--- config.mk ---
export PLATFORM = sky130hd
export DESIGN_NAME = wb_stage
export DESIGN_NICKNAME = d
export VERILOG_FILES = /design/src/rtl/wb_stage.sv
export SDC_FILE = /design/constraint.sdc
export NUM_CORES = 1
export LEC_CHECK = 0
export CORE_MARGIN = 3
export CORE_UTILIZATION = 24
export CTS_BUF_LIST = sky130_fd_sc_hd__clkbuf_4 sky130_fd_sc_hd__clkbuf_8
export DETAILED_ROUTE_END_ITERATION = 7
export GPL_ROUTABILITY_DRIVEN = 0
export MAX_ROUTING_LAYER = met4
export RECOVER_POWER = 25
export SYNTH_ARGS = -nofsm -noshare
export SYNTH_HDL_FRONTEND = slang
export SYNTH_SLANG_ARGS = --single-unit
--- constraint.sdc ---
create_clock -name clk -period 2.8 [get_ports clk]
set_input_delay 0.56 -clock clk [delete_from_list [all_inputs] [get_ports clk]]
set_output_delay 0.56 -clock clk [all_outputs]
set_load 0.05 [all_outputs]
--- src/rtl/wb_stage.sv ---
// wb_stage: MEM/WB pipeline register and write-back unit.
// Latches the MEM-stage instruction fields and results, then decodes the
// latched fields into the register-file write port consumed by ID.
// Ports:
//   clk, rst            rising-edge clock, synchronous active-high reset
//   in_valid, flush     instruction present / kill it this cycle
//   opcode, funct       instruction opcode and R-type function field
//   rt, rd              register fields
//   alu_result          ALU result / memory address
//   mem_rdata           aligned data-memory word
//   pc_plus4            PC+4 of the instruction (JAL link value)
//   wrt_dt, wrt_reg     register write data / address (qualify with reg_wrt)
//   reg_wrt             register write enable, one cycle per writing instr
//   misalign_err        misaligned halfword load (write suppressed)
//   retired_cnt         count of retired instructions, wraps
module wb_stage #(
    parameter int WORD_WIDTH    = 32,
    parameter int REGADDR_WIDTH = 5,
    parameter int LINK_REG      = 31
) (
    input  logic                     clk,
    input  logic                     rst,
    input  logic                     in_valid,
    input  logic                     flush,
    input  logic [5:0]               opcode,
    input  logic [5:0]               funct,
    input  logic [REGADDR_WIDTH-1:0] rt,
    input  logic [REGADDR_WIDTH-1:0] rd,
    input  logic [WORD_WIDTH-1:0]    alu_result,
    input  logic [WORD_WIDTH-1:0]    mem_rdata,
    input  logic [WORD_WIDTH-1:0]    pc_plus4,
    output logic [WORD_WIDTH-1:0]    wrt_dt,
    output logic [REGADDR_WIDTH-1:0] wrt_reg,
    output logic                     reg_wrt,
    output logic                     misalign_err,
    output logic [31:0]              retired_cnt
);

    logic                     valid_q, valid_d;
    logic [5:0]               opcode_q, funct_q;
    logic [REGADDR_WIDTH-1:0] rt_q, rd_q;
    logic [WORD_WIDTH-1:0]    alu_q, mem_q, pc4_q;
    logic [31:0]              cnt_q, cnt_d;

    logic [7:0]               byte_sel;
    logic [15:0]              half_sel;
    logic                     dec_wen;
    logic                     dec_mis;
    logic [REGADDR_WIDTH-1:0] dec_reg;
    logic [WORD_WIDTH-1:0]    dec_dt;

    // Retirement is counted on the capturing edge, so a flushed slot never counts.
    always_comb begin
        valid_d = in_valid & ~flush;
        cnt_d   = cnt_q;
        if (valid_d) begin
            cnt_d = cnt_q + 32'd1;
        end
    end

    // Reset clears every field so the decoded outputs are all zero too.
    always_ff @(posedge clk) begin
        if (rst) begin
            valid_q  <= 1'b0;
            opcode_q <= '0;
            funct_q  <= '0;
            rt_q     <= '0;
            rd_q     <= '0;
            alu_q    <= '0;
            mem_q    <= '0;
            pc4_q    <= '0;
            cnt_q    <= '0;
        end else begin
            valid_q  <= valid_d;
            opcode_q <= opcode;
            funct_q  <= funct;
            rt_q     <= rt;
            rd_q     <= rd;
            alu_q    <= alu_result;
            mem_q    <= mem_rdata;
            pc4_q    <= pc_plus4;
            cnt_q    <= cnt_d;
        end
    end

    // Big-endian sub-word selection: offset 0 is the most significant byte.
    always_comb begin
        byte_sel = mem_q[7:0];
        case (alu_q[1:0])
            2'b00:   byte_sel = mem_q[31:24];
            2'b01:   byte_sel = mem_q[23:16];
            2'b10:   byte_sel = mem_q[15:8];
            default: byte_sel = mem_q[7:0];
        endcase
        half_sel = alu_q[1] ? mem_q[15:0] : mem_q[31:16];
    end

    always_comb begin
        dec_wen = 1'b0;
        dec_mis = 1'b0;
        dec_reg = rt_q;
        dec_dt  = alu_q;
        case (opcode_q)
            6'h00: begin
                dec_reg = rd_q;
                dec_wen = (funct_q != 6'h08);
            end
            6'h08, 6'h09, 6'h0A, 6'h0B, 6'h0C, 6'h0D, 6'h0E, 6'h0F: begin
                dec_wen = 1'b1;
            end
            6'h23: begin
                dec_dt  = mem_q;
                dec_wen = 1'b1;
            end
            6'h20, 6'h24: begin
                dec_dt  = {{(WORD_WIDTH-8){(opcode_q == 6'h20) & byte_sel[7]}}, byte_sel};
                dec_wen = 1'b1;
            end
            6'h21, 6'h25: begin
                dec_dt  = {{(WORD_WIDTH-16){(opcode_q == 6'h21) & half_sel[15]}}, half_sel};
                dec_wen = ~alu_q[0];
                dec_mis = alu_q[0];
            end
            6'h03: begin
                dec_reg = REGADDR_WIDTH'(LINK_REG);
                dec_dt  = pc4_q;
                dec_wen = 1'b1;
            end
            default: begin
                dec_wen = 1'b0;
            end
        endcase
    end

    assign wrt_dt       = dec_dt;
    assign wrt_reg      = dec_reg;
    assign reg_wrt      = valid_q & dec_wen & (dec_reg != '0);
    assign misalign_err = valid_q & dec_mis;
    assign retired_cnt  = cnt_q;

endmodule

* Word-level counts from Yosys, hierarchy flattened
Cells that the tools add are included.
** Word-level totals
- Register bits :: 151
- Bits of input ports :: 122
- Output and inout bits :: 71
- Word-level logic and storage cells :: 47
** Operators by class
- $add $sub $neg :: 1
- Equality and inequality tests :: 17
- Multiplexer cells :: 6
- Bitwise operators :: 8
- Reductions and logical operators :: 6
** Operator list (number)
- $pmux W32 S4 :: 1
- $eq A6 B4 Y1 const B :: 8
- $add A32 B1 Y32 const B :: 1
- $eq A6 B6 Y1 const B :: 5
- $pmux W8 S3 :: 1
- $mux W16 :: 1
- $reduce_or A12 Y1 :: 1
- $pmux W5 S2 :: 1
- $and A1 B1 Y1 :: 6
- $eq A6 B2 Y1 const B :: 1
- $logic_not A6 Y1 :: 1
- $ne A6 B4 Y1 const B :: 1
- $reduce_bool A5 Y1 :: 1
- $reduce_or A2 Y1 :: 2
- $pmux W1 S3 :: 1
- $eq A2 B1 Y1 const B :: 1
- $eq A2 B2 Y1 const B :: 1
- $logic_not A2 Y1 :: 1
- $not A1 Y1 :: 2
- $mux W1 :: 1

* Logic depth before layout (Yosys ltp)
Gate-level depths: netlist of run 1.
- Depth in word-level cells :: 5
- Mapped depth :: 7

* Worst setup path after synthesis of run 1
No wires, ideal clock.
- Path type :: register -> output
- Start point :: reg opcode_q[3]
- End point :: out wrt_dt[16]
- Arrival :: 2.128 ns
- Data required time :: 2.240 ns
- Setup slack :: 0.112 ns
- Stages on the path, launching flop included :: 7
- Path buffers :: 2
- Cells stage by stage :: dfxtp_1 > nand2b_1 > nor4_4 > buf_2 > buf_4 > a22oi_1 > a21oi_1
** Between the ends
- Cells in the longest elaborated chain, start to end :: 3
- Elaborated cells on any way between the ends :: 11
** RTL lines
- start: declaration :: line 40 : logic [5:0] opcode_q, funct_q;
- start signal: assignment :: line 75 : opcode_q <= opcode;
- $eq A6 B6 Y1 (on tied branches) :: line 103, 120, 116
- $and A1 B1 Y1, or another cell as far along :: line 120 : dec_dt = {{(WORD_WIDTH-16){(opcode_q == 6'h21) & half_sel[15]}}, half_sel};
- $pmux W32 S4 (*) :: line 103 : case (opcode_q)
- end: declaration :: line 32 : output logic [WORD_WIDTH-1:0] wrt_dt,
Every way passes the cells marked *; elsewhere a longest branch is shown, timed or not.

* Worst setup path after layout of run 1
- Start point :: reg opcode_q[3]
- End point :: out wrt_dt[26]
Same word-level chain as after synthesis.

==> results of run 1 <==
[layout by cell type, fill, tap and decap left out, types with 8 or more instances in the layout]
cell	count
a22oi_1	22
a22o_1	8
buf_6	13
nor2_1	48
o32a_1	8
buf_12	12
a21oi_2	12
clkbuf_8	17
nor2b_1	125
xor2_1	8
nand2_1	25
nand3_1	16
or4_1	11
mux2i_1	9
buf_4	38
o31ai_1	8
a21oi_1	22
or3_1	8
nand4_1	10
clkdlybuf4s50_1	152
dfxtp_1	143
[worst reg2reg max path, delay by kind of cell, from the launching register on]
family / cells / cell delay [ns]
and+or+nand+nor: 3 / 1.39
DFF: 1 / 0.45
AOI/OAI and AO/OA: 1 / 0.15
[synthesized netlist by cell type, drive strengths merged (3+ instances only)]
| library cell | number | area, µm² |
|---|---|---|
| dfxtp | 151 | 3020 |
| nor2b | 126 | 788 |
| nor2 | 49 | 184 |
| a21oi | 34 | 208 |
| nand2 | 26 | 97.6 |
| a22oi | 22 | 165 |
| clkbuf | 22 | 82.6 |
| nand3 | 17 | 85.1 |
| buf | 14 | 81.3 |
| nand4 | 12 | 96.3 |
| or4 | 12 | 90.1 |
| mux2i | 10 | 100 |
| o21ai | 9 | 48.8 |
| a22o | 8 | 70.1 |
| o31ai | 8 | 60.1 |
| o32a | 8 | 80.1 |
| or3 | 8 | 50.1 |
| xor2 | 8 | 70.1 |
| a222oi | 7 | 70.1 |
| mux4 | 7 | 158 |
| nor3 | 7 | 40.0 |
| and3 | 6 | 37.5 |
| mux2 | 5 | 56.3 |
| and2 | 4 | 25.0 |
| and4 | 4 | 35.0 |
| inv | 4 | 15.0 |
| xnor2 | 4 | 35.0 |
| nand2b | 3 | 18.8 |
[routing by layer]
metal	part of all wire, %	global-route usage, %	up-vias
li1	-	-	2565
met1	46	19.7	2506
met2	47	23.8	128
met3	5.1	3.59	17
met4	1.7	4.46	0
met5	0	-	-
[power by group]
group          internal, mW  switching, mW
registers              2.24         0.0610
logic                 0.387          0.396
clock network         0.820          0.845
[sequential cells by signal, indices dropped and copies added (netlist names)]
signal / cells
funct_q: 6
mem_q: 32
rt_q: 5
opcode_q: 6
retired_cnt: 32
valid_q: 1
rd_q: 5
pc4_q: 32
alu_q: 32
[layout make-up]
class	count	area, µm²	share of cell area [%]
clock inverter	11	126	1.40
clock buffer	20	256	2.85
sequential	151	3040	33.7
antenna	1	2.50	0.0278
inverter	4	15.0	0.167
tap	324	405	4.50
timing repair buffer	218	2220	24.6
multi-input combinational	422	2950	32.8
[logic make-up (layout without fill, tap and decap cells)]
group	after synthesis	after routing	synth area share, %
simple gates	283	283	27.3
fa+ha+maj	1	1	0.207
buf+inv	40	253	2.96
other cells	0	1	0
flops	151	151	50.1
compound gates	103	104	12.6
mux	22	22	5.20
xor+xnor	12	12	1.74
[final timing paths]
| check | from | endpoint | slack (ns) | cells past startpoint |
|---|---|---|---|---|
| max reg2reg | retired_cnt[6] | retired_cnt[25] | 0.72 | 4 |
| min | retired_cnt[15] | retired_cnt[15] | 0.51 | 2 |
| max | opcode_q[3] | wrt_dt[26] | 0.08 | 5 |
| min reg2reg | retired_cnt[15] | retired_cnt[15] | 0.51 | 2 |
[what timing repair did]
action / 4_1_cts / 5_1_grt
resized for setup: 23 / 21
pin swaps: 2 / 5
buffers inserted: 4 / 3
hold buffers: 0 / 0
hold endpoints to repair: 0 / 0
endpoints found under the setup margin: 28 / 28
gates cloned: 1 / 0
==> impl_results.md, run 1 <==
* Status: finished clean
* Vias in the first global route at 5226
* DIE AREA at 27100 µm²
* Hold_ws at 0.507 ns
* CP arrival at 2.16 ns
* Final setup vio count at 0
* Die Y at 165 µm
* Placed insts at 1111
* First-pass GRT wire length at 30200 µm
* F_max at 367 MHz
* Post-Route WL at 20000 µm
* Core Rows at 57
* Clk buf depth at 2
* Syn_nets at 735
* Asr flop ratio synth at 0%
* Htree depth at 4
* Startpoint Class: flip-flop
* GRT Overall Usage at 15.2%
* Kind of critical path: reg2out
* Via count at 5216
* CTS tree: done
* Place WS at 0.296 ns
* DR vias/cell at 4.53
* Synthesis-stage register bit count at 151
* Die Wd at 165 µm
* DRC Markers at 0
* Final setup TNS at 0 ns
* Clk_lat worst skew at 0.44 ns
* Post-synthesis area per instance at 9.87 µm²
* Hold Crit Class: reg2reg
* Dpl hpwl at 14400 µm
* Leak at 3.31 nW
* CP peak stage delay at 0.49 ns
* Wire per inst at 17.4 µm
* CTS buffer count at 17
* Post-route antenna net violation count at 0
* Fill cells at 2519
* Buffers & Inverters on Critical Path at 1
* Mapped cell area at 6040 µm²
* Fin. Hold Viols at 0
* Cell Area, Placed at 8410 µm²
* Largest net degree at the start of global routing at 57
* Cells after synthesis at 612
* Clock Pin Slew Worst Setup and Hold Paths at 0.09 ns
* CP cell instances: nand4bb_4 -> or4_4 -> o211a_4 -> a21oi_1 -> buf_4
* Final nets at 937
* CP top delay family: simple AND/OR/NAND/NOR gates
* Worst-Margin Slew at 1.17 ns
* Sequential share of the synthesized area at 50.1%
* Max-slew violations at 0
* Pwr dens at 527 nW/µm²
* Slowest-stage cell, CP: or4_4
* IO Port Bufs at 192
* Overflow after GRT at 0
* DRT Pass-1 Iters at 5
* Proportion of layout cells with a drive suffix above 1 at 18.3%
* Required time worst endpoint at 2.24 ns
* Io pins at 193
* Final Cycle Share at 97.2%
* DRT iter0 DRCs at 312
* Core area at 24500 µm²
* Number of synthesized flops with an enable pin at 0
* Clock Skews at 0.00956 ns
* Total Power at 4.75 mW
* Cell area after layout at 9010 µm²
* Max Cap Violations at 0
* Layout Cells excl Fill at 1151
* Initial antenna violation count at 1
* Peak supply drop at 235 µV
* Critical Path Fanout Max at 8
* Slew headroom at 21.8%
* Initial Utilization at 24.6%
* Ys flop type: dfxtp_1
* Synthesis warning total at 0
* Synthesis-to-finish area growth at 49.2%
* Final setup margin at 0.0780 ns
* Endpoint class of the critical path: primary output
* Clock sink total at 151
* Fin util at 36.7%
* Distinct cells, synth at 52
* RSZ-0062 raised after global routing: true
* Root Driver: clkbuf_8
* Tmin final at 2.72 ns
Power figures use the tool's default switching activity.
==> run 2, diff against run 1 <==
CORE_UTILIZATION = 40   (was 24)
PLACE_DENSITY = 0.71   (was not set)
==> run 2 against run 1 <==
Net effect:
- sequential power is essentially flat
- wire length shrank 8.9%
- critical endpoint is now wrt_dt[18]
- final area shrank 2.1%
- cell count shrank 13%
- combinational power shrank 2%
- die area shrank 39%
- global-route usage grew 7.0 points
- clock power grew 13%
- maximum frequency shrank 0.18%
- critical path type unchanged
- highest routed layer unchanged
- clock-buffer cell count shrank 1
- register-to-register slack gained 0.06 ns
- largest power group unchanged
==> impl_results.md, run 2 (synthesis results as in run 1) <==
* Status: finished clean (unchanged)
* Leak at 3.30 nW (was 3.31 nW)
* Total Power at 4.94 mW (was 4.75 mW)
* Slew headroom at 17.2% (was 21.8%)
* Worst-Margin Slew at 1.24 ns (was 1.17 ns)
* Peak supply drop at 289 µV (was 235 µV)
* CP arrival at 2.17 ns (was 2.16 ns)
* Clock sink total at 151 (unchanged)
* Vias in the first global route at 5338 (was 5226)
* Endpoint class of the critical path: primary output (unchanged)
* DRT Pass-1 Iters at 8 (was 5)
* Met1 Use GR at 27.9% (was 19.7%)
* Largest net degree at the start of global routing at 65 (was 57)
* GRT Overall Usage at 22.3% (was 15.2%)
* Wire per inst at 18.1 µm (was 17.4 µm)
* Tmin final at 2.73 ns (was 2.72 ns)
* Commonest non-fill, non-tap cell in the layout: clkdlybuf4s50_1 (unchanged)
* CTS tree: done (unchanged)
* Final nets at 930 (was 937)
* Final Cycle Share at 97.4% (was 97.2%)
* DRC Markers at 0 (unchanged)
* Core area at 14600 µm² (was 24500 µm²)
* Initial Utilization at 41.2% (was 24.6%)
* RSZ-0062 raised after global routing: true (unchanged)
* Max-slew violations at 0 (unchanged)
* Kind of critical path: reg2out (unchanged)
* Htree depth at 4 (unchanged)
* Io pins at 193 (unchanged)
* DRT iter0 DRCs at 280 (was 312)
* Clock Skews at 0.0109 ns (was 0.00956 ns)
* Max Cap Violations at 0 (unchanged)
* Startpoint Class: flip-flop (unchanged)
* IO Port Bufs at 192 (unchanged)
* CTS buffer count at 17 (unchanged)
* Most frequent cells in the layout: 152 x clkdlybuf4s50_1, 143 x dfxtp_1, 125 x nor2b_1 (unchanged)
* Met2 usage at 35.9% (was 23.8%)
* Overflow after GRT at 0 (unchanged)
* Final setup margin at 0.0730 ns (was 0.0780 ns)
* Post-route antenna net violation count at 0 (unchanged)
* F_max at 367 MHz (about the same)
* Proportion of layout cells with a drive suffix above 1 at 17.4% (was 18.3%)
* First-pass GRT wire length at 28000 µm (was 30200 µm)
* Root Driver: clkbuf_8 (unchanged)
* Die Wd at 129 µm (was 165 µm)
* Final setup vio count at 0 (unchanged)
* M3 GR Usage at 6.43% (was 3.59%)
* Pwr dens at 560 nW/µm² (was 527 nW/µm²)
* Hold depth at 2 (unchanged)
* Clk_lat worst skew at 0.46 ns (was 0.44 ns)
* Core Rows at 44 (was 57)
* Post-Route WL at 18200 µm (was 20000 µm)
* Synthesis-to-finish area growth at 46.0% (was 49.2%)
* Critical Path Fanout Max at 8 (unchanged)
* Worst reg2reg path depth at 4 (unchanged)
* Clk buf depth at 2 (unchanged)
* Initial antenna violation count at 1 (unchanged)
* Hold Crit Class: reg2reg (unchanged)
* Required time worst endpoint at 2.24 ns (about the same)
* Clock Pin Slew Worst Setup and Hold Paths at 0.09 ns (about the same)
* Dpl hpwl at 13200 µm (was 14400 µm)
* Fin. Hold Viols at 0 (unchanged)
* Place WS at 0.336 ns (was 0.296 ns)
* Most Crowded Layer GR: met2 (unchanged)
* Via count at 5277 (was 5216)
* Final setup TNS at 0 ns (unchanged)
* DIE AREA at 16600 µm² (was 27100 µm²)
* Die Y at 129 µm (was 165 µm)
* DR vias/cell at 5.25 (was 4.53)
==> run 2: cell count changes in the layout (fill, tap and decap cells not counted), moves of 2 or more <==
cell        delta
clkbuf_4       -3
nand2b_4       -2
dfxtp_4        +2
inv_6          +2
clkbuf_8       +2
buf_4          -3
dfxtp_2        -2
buf_6          -4
clkinvlp_4     -2
bufinv_16      +2
==> run 2: layer usage <==
metal,share of wire (%),routed length (µm)
met5,0,0
met4,1.1,208
met3,7.4,1350
met2,48,8710
met1,44,7930
==> run 2: timing repair <==
action / in CTS / in global routing
endpoints found under the setup margin: 26 / 30
cloned: 1 / 0
pin swaps: 2 / 10
hold buffers: 0 / 0
buffers inserted: 3 / 2
gates resized for setup: 16 / 21
==> run 2: cell type report <==
class / count / area [µm²]
inverters: 4 / 15.0
diodes: 1 / 2.50
flip-flops and latches: 151 / 3040
clock inverters: 13 / 193
multi-input cells: 422 / 2940
fillers: 1212 / 5820
repair buffers: 211 / 2140
well taps: 184 / 230
clock buffers: 19 / 262
==> run 2: worst max-delay path: stages (launching register included) <==
cell and delay (ns):
dfxtp_4 0.38, nand4bb_4 0.27, or4_4 0.48, o211a_4 0.22, a21oi_1 0.15, buf_4 0.21
==> run 2: worst paths after layout <==
kind	start	end	slack (ns)
max reg2reg	retired_cnt[6]	retired_cnt[18]	0.78
min reg2reg	retired_cnt[15]	retired_cnt[15]	0.52
min	retired_cnt[15]	retired_cnt[15]	0.52
max	opcode_q[4]	wrt_dt[18]	0.07
==> run 2: report_power, final <==
group          switching (mW)  internal [mW]  total [mW]
Combinational           0.388          0.381       0.769
Clock                   0.842           1.03        1.87
Sequential             0.0605           2.24        2.30
==> run 2: stage by stage <==
step                cell area, µm²  instances  hold WS, ns  utilization, %
floorplan                     6040        612        0.688               -
global placement              8200        966        0.490            56.0
detailed placement            8200        966        0.506            56.0
CTS                           8760       1002        0.521            59.8
global route                  8820       1005        0.538            60.2
finish                        8820       1005        0.518            60.2
